<file path="src/rtl/kb_pkg.sv">
// Shared constants and helpers for the keyboard FIFO and its benches.
package kb_pkg;

  localparam int unsigned KB_IN_W   = 8;
  localparam int unsigned KB_DATA_W = 7;
  localparam int unsigned KB_DEPTH  = 16;

  localparam logic [6:0] KB_CHAR_SPACE = 7'h20;
  localparam logic [6:0] KB_CHAR_CR    = 7'h0D;
  localparam logic [6:0] KB_CHAR_A     = 7'h41;

  // Occupancy counter must hold the value DEPTH itself.
  function automatic int unsigned kb_cnt_w(input int unsigned depth);
    return $clog2(depth + 1);
  endfunction

endpackage

</file>
<file path="src/rtl/kb_fifo_if.sv">
// Receiver/CPU-side handshake bundle of the keyboard FIFO.
interface kb_fifo_if
  import kb_pkg::*;
#(
  parameter int unsigned IN_W   = KB_IN_W,
  parameter int unsigned DATA_W = KB_DATA_W,
  parameter int unsigned DEPTH  = KB_DEPTH
) ();

  localparam int unsigned CW = kb_cnt_w(DEPTH);

  logic              KB_clear;
  logic              write;
  logic [IN_W-1:0]   write_data;
  logic              KB_read_en;
  logic [DATA_W-1:0] read_data;
  logic              KB_status;
  logic              buf_full;
  logic              almost_full;
  logic [CW-1:0]     count;
  logic              overflow;

  modport master (
    output KB_clear, write, write_data, KB_read_en,
    input  read_data, KB_status, buf_full, almost_full, count, overflow
  );

  modport slave (
    input  KB_clear, write, write_data, KB_read_en,
    output read_data, KB_status, buf_full, almost_full, count, overflow
  );

endinterface

</file>
<file path="src/rtl/kb_fifo_mem.sv">
// DEPTH x DATA_W register file: one synchronous write port, one asynchronous read port.
module kb_fifo_mem
  import kb_pkg::*;
#(
  parameter int unsigned DATA_W = KB_DATA_W,
  parameter int unsigned DEPTH  = KB_DEPTH,
  localparam int unsigned AW    = $clog2(DEPTH)
) (
  input  logic              clk,
  input  logic              i_we,
  input  logic [AW-1:0]     i_waddr,
  input  logic [DATA_W-1:0] i_wdata,
  input  logic [AW-1:0]     i_raddr,
  output logic [DATA_W-1:0] o_rdata
);

  logic [DATA_W-1:0] r_mem [DEPTH];

  always_ff @(posedge clk) begin
    if (i_we) begin
      r_mem[i_waddr] <= i_wdata;
    end
  end

  assign o_rdata = r_mem[i_raddr];

endmodule

</file>
<file path="src/rtl/kb_fifo.sv">
// Keyboard character FIFO with occupancy, almost-full and sticky overflow.
// Define KB_OVERWRITE_EN to overwrite the oldest entry on a full write instead of dropping.
module kb_fifo
  import kb_pkg::*;
#(
  parameter int unsigned IN_W   = KB_IN_W,
  parameter int unsigned DATA_W = KB_DATA_W,
  parameter int unsigned DEPTH  = KB_DEPTH,
  parameter int unsigned AF_LVL = DEPTH - 2
) (
  input logic      clk,
  input logic      rst_n,
  kb_fifo_if.slave bus
);

  localparam int unsigned AW = $clog2(DEPTH);
  localparam int unsigned CW = kb_cnt_w(DEPTH);
  localparam logic [CW-1:0] DepthC = CW'(DEPTH);
  localparam logic [CW-1:0] AfLvlC = CW'(AF_LVL);

  logic [AW-1:0]     r_wr_ptr;
  logic [AW-1:0]     r_rd_ptr;
  logic [CW-1:0]     r_count;
  logic              r_overflow;

  logic              w_empty;
  logic              w_full;
  logic              w_pop;
  logic              w_push;
  logic              w_ovw;
  logic              w_lost;
  logic              w_we;
  logic [DATA_W-1:0] w_rdata;

  assign w_empty = (r_count == '0);
  assign w_full  = (r_count == DepthC);
  assign w_pop   = bus.KB_read_en && !w_empty;
  // A pop in the same cycle frees the slot a full-FIFO write needs.
  assign w_push  = bus.write && (!w_full || w_pop);
  assign w_lost  = bus.write && w_full && !w_pop;

`ifdef KB_OVERWRITE_EN
  assign w_ovw = w_lost;
`else
  assign w_ovw = 1'b0;
`endif

  assign w_we = !bus.KB_clear && (w_push || w_ovw);

  kb_fifo_mem #(
    .DATA_W (DATA_W),
    .DEPTH  (DEPTH)
  ) u_mem (
    .clk     (clk),
    .i_we    (w_we),
    .i_waddr (r_wr_ptr),
    .i_wdata (bus.write_data[DATA_W-1:0]),
    .i_raddr (r_rd_ptr),
    .o_rdata (w_rdata)
  );

  always_ff @(posedge clk or negedge rst_n) begin
    if (!rst_n) begin
      r_wr_ptr   <= '0;
      r_rd_ptr   <= '0;
      r_count    <= '0;
      r_overflow <= 1'b0;
    end else if (bus.KB_clear) begin
      r_wr_ptr   <= '0;
      r_rd_ptr   <= '0;
      r_count    <= '0;
      r_overflow <= 1'b0;
    end else begin
      if (w_push || w_ovw) begin
        r_wr_ptr <= r_wr_ptr + AW'(1);
      end
      if (w_pop || w_ovw) begin
        r_rd_ptr <= r_rd_ptr + AW'(1);
      end
      if (w_push && !w_pop) begin
        r_count <= r_count + CW'(1);
      end else if (w_pop && !w_push) begin
        r_count <= r_count - CW'(1);
      end
      if (w_lost) begin
        r_overflow <= 1'b1;
      end
    end
  end

  assign bus.read_data   = w_empty ? '0 : w_rdata;
  assign bus.KB_status   = !w_empty;
  assign bus.buf_full    = w_full;
  assign bus.almost_full = (r_count >= AfLvlC);
  assign bus.count       = r_count;
  assign bus.overflow    = r_overflow;

  generate
    if (IN_W > DATA_W) begin : g_discard
      logic w_unused_hi;
      assign w_unused_hi = ^bus.write_data[IN_W-1:DATA_W];
    end
  endgenerate

endmodule
</file>
<file path="src/flat_wrapper.sv">
// flat-port wrapper written by rule: the top's interface ports become plain ports
module kb_fifo_flat import kb_pkg::*;
#(
  parameter int unsigned IN_W   = KB_IN_W,
  parameter int unsigned DATA_W = KB_DATA_W,
  parameter int unsigned DEPTH  = KB_DEPTH,
  parameter int unsigned AF_LVL = DEPTH - 2
)
  (clk, rst_n, bus_KB_clear, bus_write, bus_write_data, bus_KB_read_en, bus_read_data, bus_KB_status, bus_buf_full, bus_almost_full, bus_count, bus_overflow);
  kb_fifo_if #(.IN_W(IN_W), .DATA_W(DATA_W), .DEPTH(DEPTH)) bus_i ();
  input logic clk;
  input logic rst_n;
  input wire logic [$bits(bus_i.KB_clear)-1:0] bus_KB_clear;
  input wire logic [$bits(bus_i.write)-1:0] bus_write;
  input wire logic [$bits(bus_i.write_data)-1:0] bus_write_data;
  input wire logic [$bits(bus_i.KB_read_en)-1:0] bus_KB_read_en;
  output wire logic [$bits(bus_i.read_data)-1:0] bus_read_data;
  output wire logic [$bits(bus_i.KB_status)-1:0] bus_KB_status;
  output wire logic [$bits(bus_i.buf_full)-1:0] bus_buf_full;
  output wire logic [$bits(bus_i.almost_full)-1:0] bus_almost_full;
  output wire logic [$bits(bus_i.count)-1:0] bus_count;
  output wire logic [$bits(bus_i.overflow)-1:0] bus_overflow;
  assign bus_i.KB_clear = bus_KB_clear;
  assign bus_i.write = bus_write;
  assign bus_i.write_data = bus_write_data;
  assign bus_i.KB_read_en = bus_KB_read_en;
  assign bus_read_data = bus_i.read_data;
  assign bus_KB_status = bus_i.KB_status;
  assign bus_buf_full = bus_i.buf_full;
  assign bus_almost_full = bus_i.almost_full;
  assign bus_count = bus_i.count;
  assign bus_overflow = bus_i.overflow;
  kb_fifo #(.IN_W(IN_W), .DATA_W(DATA_W), .DEPTH(DEPTH), .AF_LVL(AF_LVL)) u_core (.clk(clk), .rst_n(rst_n), .bus(bus_i));
endmodule
</file>
<file path="config.mk">
export PLATFORM = sky130hd
export DESIGN_NAME = kb_fifo_flat
export DESIGN_NICKNAME = d
export VERILOG_FILES = /design/src/rtl/kb_pkg.sv /design/src/rtl/kb_fifo_if.sv /design/src/rtl/kb_fifo_mem.sv /design/src/rtl/kb_fifo.sv /design/src/flat_wrapper.sv
export SDC_FILE = /design/constraint.sdc
export NUM_CORES = 1
export LEC_CHECK = 0
export ABC_CLOCK_PERIOD_IN_PS = 7400
export CAP_MARGIN = 20
export CORE_MARGIN = 5
export CORE_UTILIZATION = 33
export DETAILED_ROUTE_END_ITERATION = 12
export PLACE_DENSITY = 0.46
export SYNTH_ARGS = -nofsm -noshare
export SYNTH_HDL_FRONTEND = slang
export SYNTH_SLANG_ARGS = --single-unit
</file>
<file path="constraint.sdc">
create_clock -name clk -period 7.4 [get_ports clk]
set_clock_uncertainty 0.1 [all_clocks]
set_input_delay 1.48 -clock clk [delete_from_list [all_inputs] [get_ports clk]]
set_output_delay 1.48 -clock clk [all_outputs]
set_load 0.02 [all_outputs]
</file>
==> results.cfg <==
[logic_synthesis]
synth_compound_area_share_pct = 4.78
synthXorXnorAreaFrac_pct = 1.29
synth_edf_count = 112
synth.area.mux_share_pct = 14.1
yosysWarnings = 0
syn_area_um2 = 5420
synth_adder_area_share_pct = 2.45
synth_top_family_by_area = multiplexers
syn_inst = 307
synth_seq_cells = 126
synth-simple-area-share_pct = 6.85
yosysUniqueCellTypes = 41
yosysSeqAreaShare_pct = 68.5
async_flop_share_pct = 11.1
synth_ff_type = edfxtp_1
synth_nets = 330
avgSynthCellArea_um2 = 17.7

[final_layout]
nNetsFinal = 364
fillCellCount = 1513
layout_commonest_cell = edfxtp_1
syn2layout_area_growth_pct = 20.5
n_antenna_cell = 0
final_cell_mix = edfxtp_1, mux4_2, clkdlybuf4s50_1
multi_input_area_um2 = 1600
drive_gt1_share_pct = 20.3
fin_area_um2 = 6530
regArea_um2 = 3710

[detailed_routing]
drcViolationCount = 0
dr_total_vias = 2825
ant_nets = 0
drt-initial-drc-count = 121
via_per_inst = 4.96
wl_um = 11400
wl_per_cell_um = 19.9
firstDrtPassIters = 5

[critical_path]
path_depth = 6
required_ps = 5820
start_kind = flip-flop
rr_startpoint = u_core.bus.count[0]$_DFFE_PN0P_
reg2reg_depth = 6
critPathMaxFanout = 19
worst_ep_arrival_time_ps = 3300
rrSetupSlack_ps = 4680
slowest_stage = dfrtp_1
crit_chain = buf_4 > mux4_2 > nor2b_1 > a211oi_1 > a211oi_1 > clkdlybuf4s50_1
r2r-end = u_core.bus.count[2]$_DFFE_PN0P_
end_kind = output port
critPathMaxStageDelay_ps = 780
crit_buf_inv = 2
startpoint = u_core.r_rd_ptr[1]$_DFFE_PN0P_
critical-path-top-delay-family = buffers and inverters
cp_common_cell = a211oi_1
crit_type = flip-flop to output port
crit_end = bus_read_data[3]

[floorplanning]
start_util_pct = 33.9
dieArea_um2 = 19100
core-area_um2 = 16000
ioPinCount = 29
rows = 46
fp.dieW_um = 138
die_y_um = 138

[clock_network]
cts_inserted_buffers = 17
clk_pin_slew_ps = 50
cts-resized-gates = 0
clock-sinks = 126
clock_latency_ps = 410
cts_tree = yes
cts.htree.levels = 4
post_cts_buffers = 0
root_buffer = clkbuf_16
clk_path_buf_depth = 2
hold_buffers = 0

[worst_hold_path]
hp-class = flip-flop to flip-flop

[sta]
hold_viol = 0
setup_slack_ps = 2520
fin_crit_sh_pct = 65.9
setup_viol_count_final = 0
tightest_slew_ps = 917
fin_crit_ps = 4880
grt_setup_unrepaired = no
slew_headroom_pct = 38.6
finalSetupTns_ps = 0
fmax_ghz = 0.205
maxSlewViolCount = 0
whs_ps = 406

[power_and_ir_drop]
ir_worst_vdd_mv = 0.183
power_w = 0.00221
p_leak_nw = 2.16
power_density_nw_per_um2 = 338

[grt]
antenna_found_initial = 0
grt_pass1_vias = 2981
gr-usage-all-layers_pct = 12.5
gr-total-overflow = 0
grt_max_degree = 32
grt_pass1_wl_um = 17900

[status]
status = completed

[placed_design]
place_area_um2 = 5900
post-dp-hpwl_um = 7140
routabilityCongestion = 0.705
portBuffers = 27
dp_slack_ps = 2820

[job]
maxCapViolations = 0
-- logic make-up after synthesis --
family / count (synthesis)
muxes: 41
xor gates and xnor gates: 8
and+or+nand+nor: 67
AOI/OAI and AO/OA: 33
adders and majority gates: 10
buffers and inverters: 22
DFF: 126
-- worst register-to-register path: cells and delay by family (launching register included) --
| kind | cells | cell delay, ps |
|---|---|---|
| AO/OA/AOI/OAI | 1 | 430 |
| XOR/XNOR | 1 | 150 |
| adder cells (fa/ha/maj) | 1 | 420 |
| flip-flops | 1 | 470 |
| multiplexers | 1 | 290 |
| AND/OR/NAND/NOR | 2 | 740 |
-- Yosys cell counts (3+ instances only) --
library cell  number  area share (%)
nand2_1            4            0.28
clkbuf_1           4            0.28
ha_1               9             2.1
edfxtp_1         112              62
a211oi_1          15             2.1
buf_4              3            0.42
mux4_2            28              12
nor2_1            17             1.2
nor3_1             3            0.28
inv_1              6            0.42
mux2i_1           10             1.8
mux2_2             3            0.62
a21oi_1            5            0.46
nor2b_1           10             1.2
buf_2              7            0.65
xor2_1             5            0.81
xnor2_1            3            0.48
and2_1             7            0.81
nand3_1            6            0.55
dfrtp_1           14             6.5
and3_1            12             1.4
-- power by group --
group | switching [W] | internal (W)
clock | 0.000292 | 0.000591
sequential | 0.0000397 | 0.000798
combinational | 0.000259 | 0.000229
-- through the flow --
step / util, % / cells
2_1_floorplan: - / 307
3_3_place_gp: 36.9 / 538
3_5_place_dp: 36.9 / 538
4_1_cts: 40.8 / 570
5_1_grt: 40.8 / 570
6_report: 40.8 / 570
-- flip-flops by register name, summed over array words and instances (netlist names) --
signal	count
u_core.bus.overflow	1
u_core.r_wr_ptr	4
u_core.bus.count	5
u_core.r_rd_ptr	4
u_core.u_mem.r_mem	112
-- cell type report --
cell class | instances | area share [%]
flip-flops and latches | 126 | 56.9
multi-input cells | 159 | 24.5
clock buffers | 18 | 6.57
repair buffers | 31 | 4.60
well taps | 216 | 4.14
clock inverters | 14 | 3.03
inverters | 6 | 0.345
-- routing by layer --
metal / wire, um / vias to the layer above / GRT usage, %
li1: - / 1296 / -
met1: 5110 / 1460 / 16.0
met2: 5720 / 57 / 20.3
met3: 361 / 12 / 3.38
met4: 171 / 0 / 4.68
met5: 0 / - / 0
-- worst min path at each step --
| stage | start | end | slack (ps) | depth (start not counted) |
|---|---|---|---|---|
| 2_1_floorplan | u_core.r_wr_ptr[3]$_DFFE_PN0P_ | u_core.r_wr_ptr[3]$_DFFE_PN0P_ | 450 | 2 |
| 3_3_place_gp | u_core.bus.overflow$_DFFE_PN0P_ | u_core.bus.overflow$_DFFE_PN0P_ | 390 | 2 |
| 3_5_place_dp | u_core.bus.overflow$_DFFE_PN0P_ | u_core.bus.overflow$_DFFE_PN0P_ | 400 | 2 |
| 4_1_cts | u_core.bus.overflow$_DFFE_PN0P_ | u_core.bus.overflow$_DFFE_PN0P_ | 410 | 2 |
| 5_1_grt | u_core.bus.overflow$_DFFE_PN0P_ | u_core.bus.overflow$_DFFE_PN0P_ | 440 | 2 |
| 6_report | u_core.bus.overflow$_DFFE_PN0P_ | u_core.bus.overflow$_DFFE_PN0P_ | 410 | 2 |
Power figures use the tool's default switching activity.
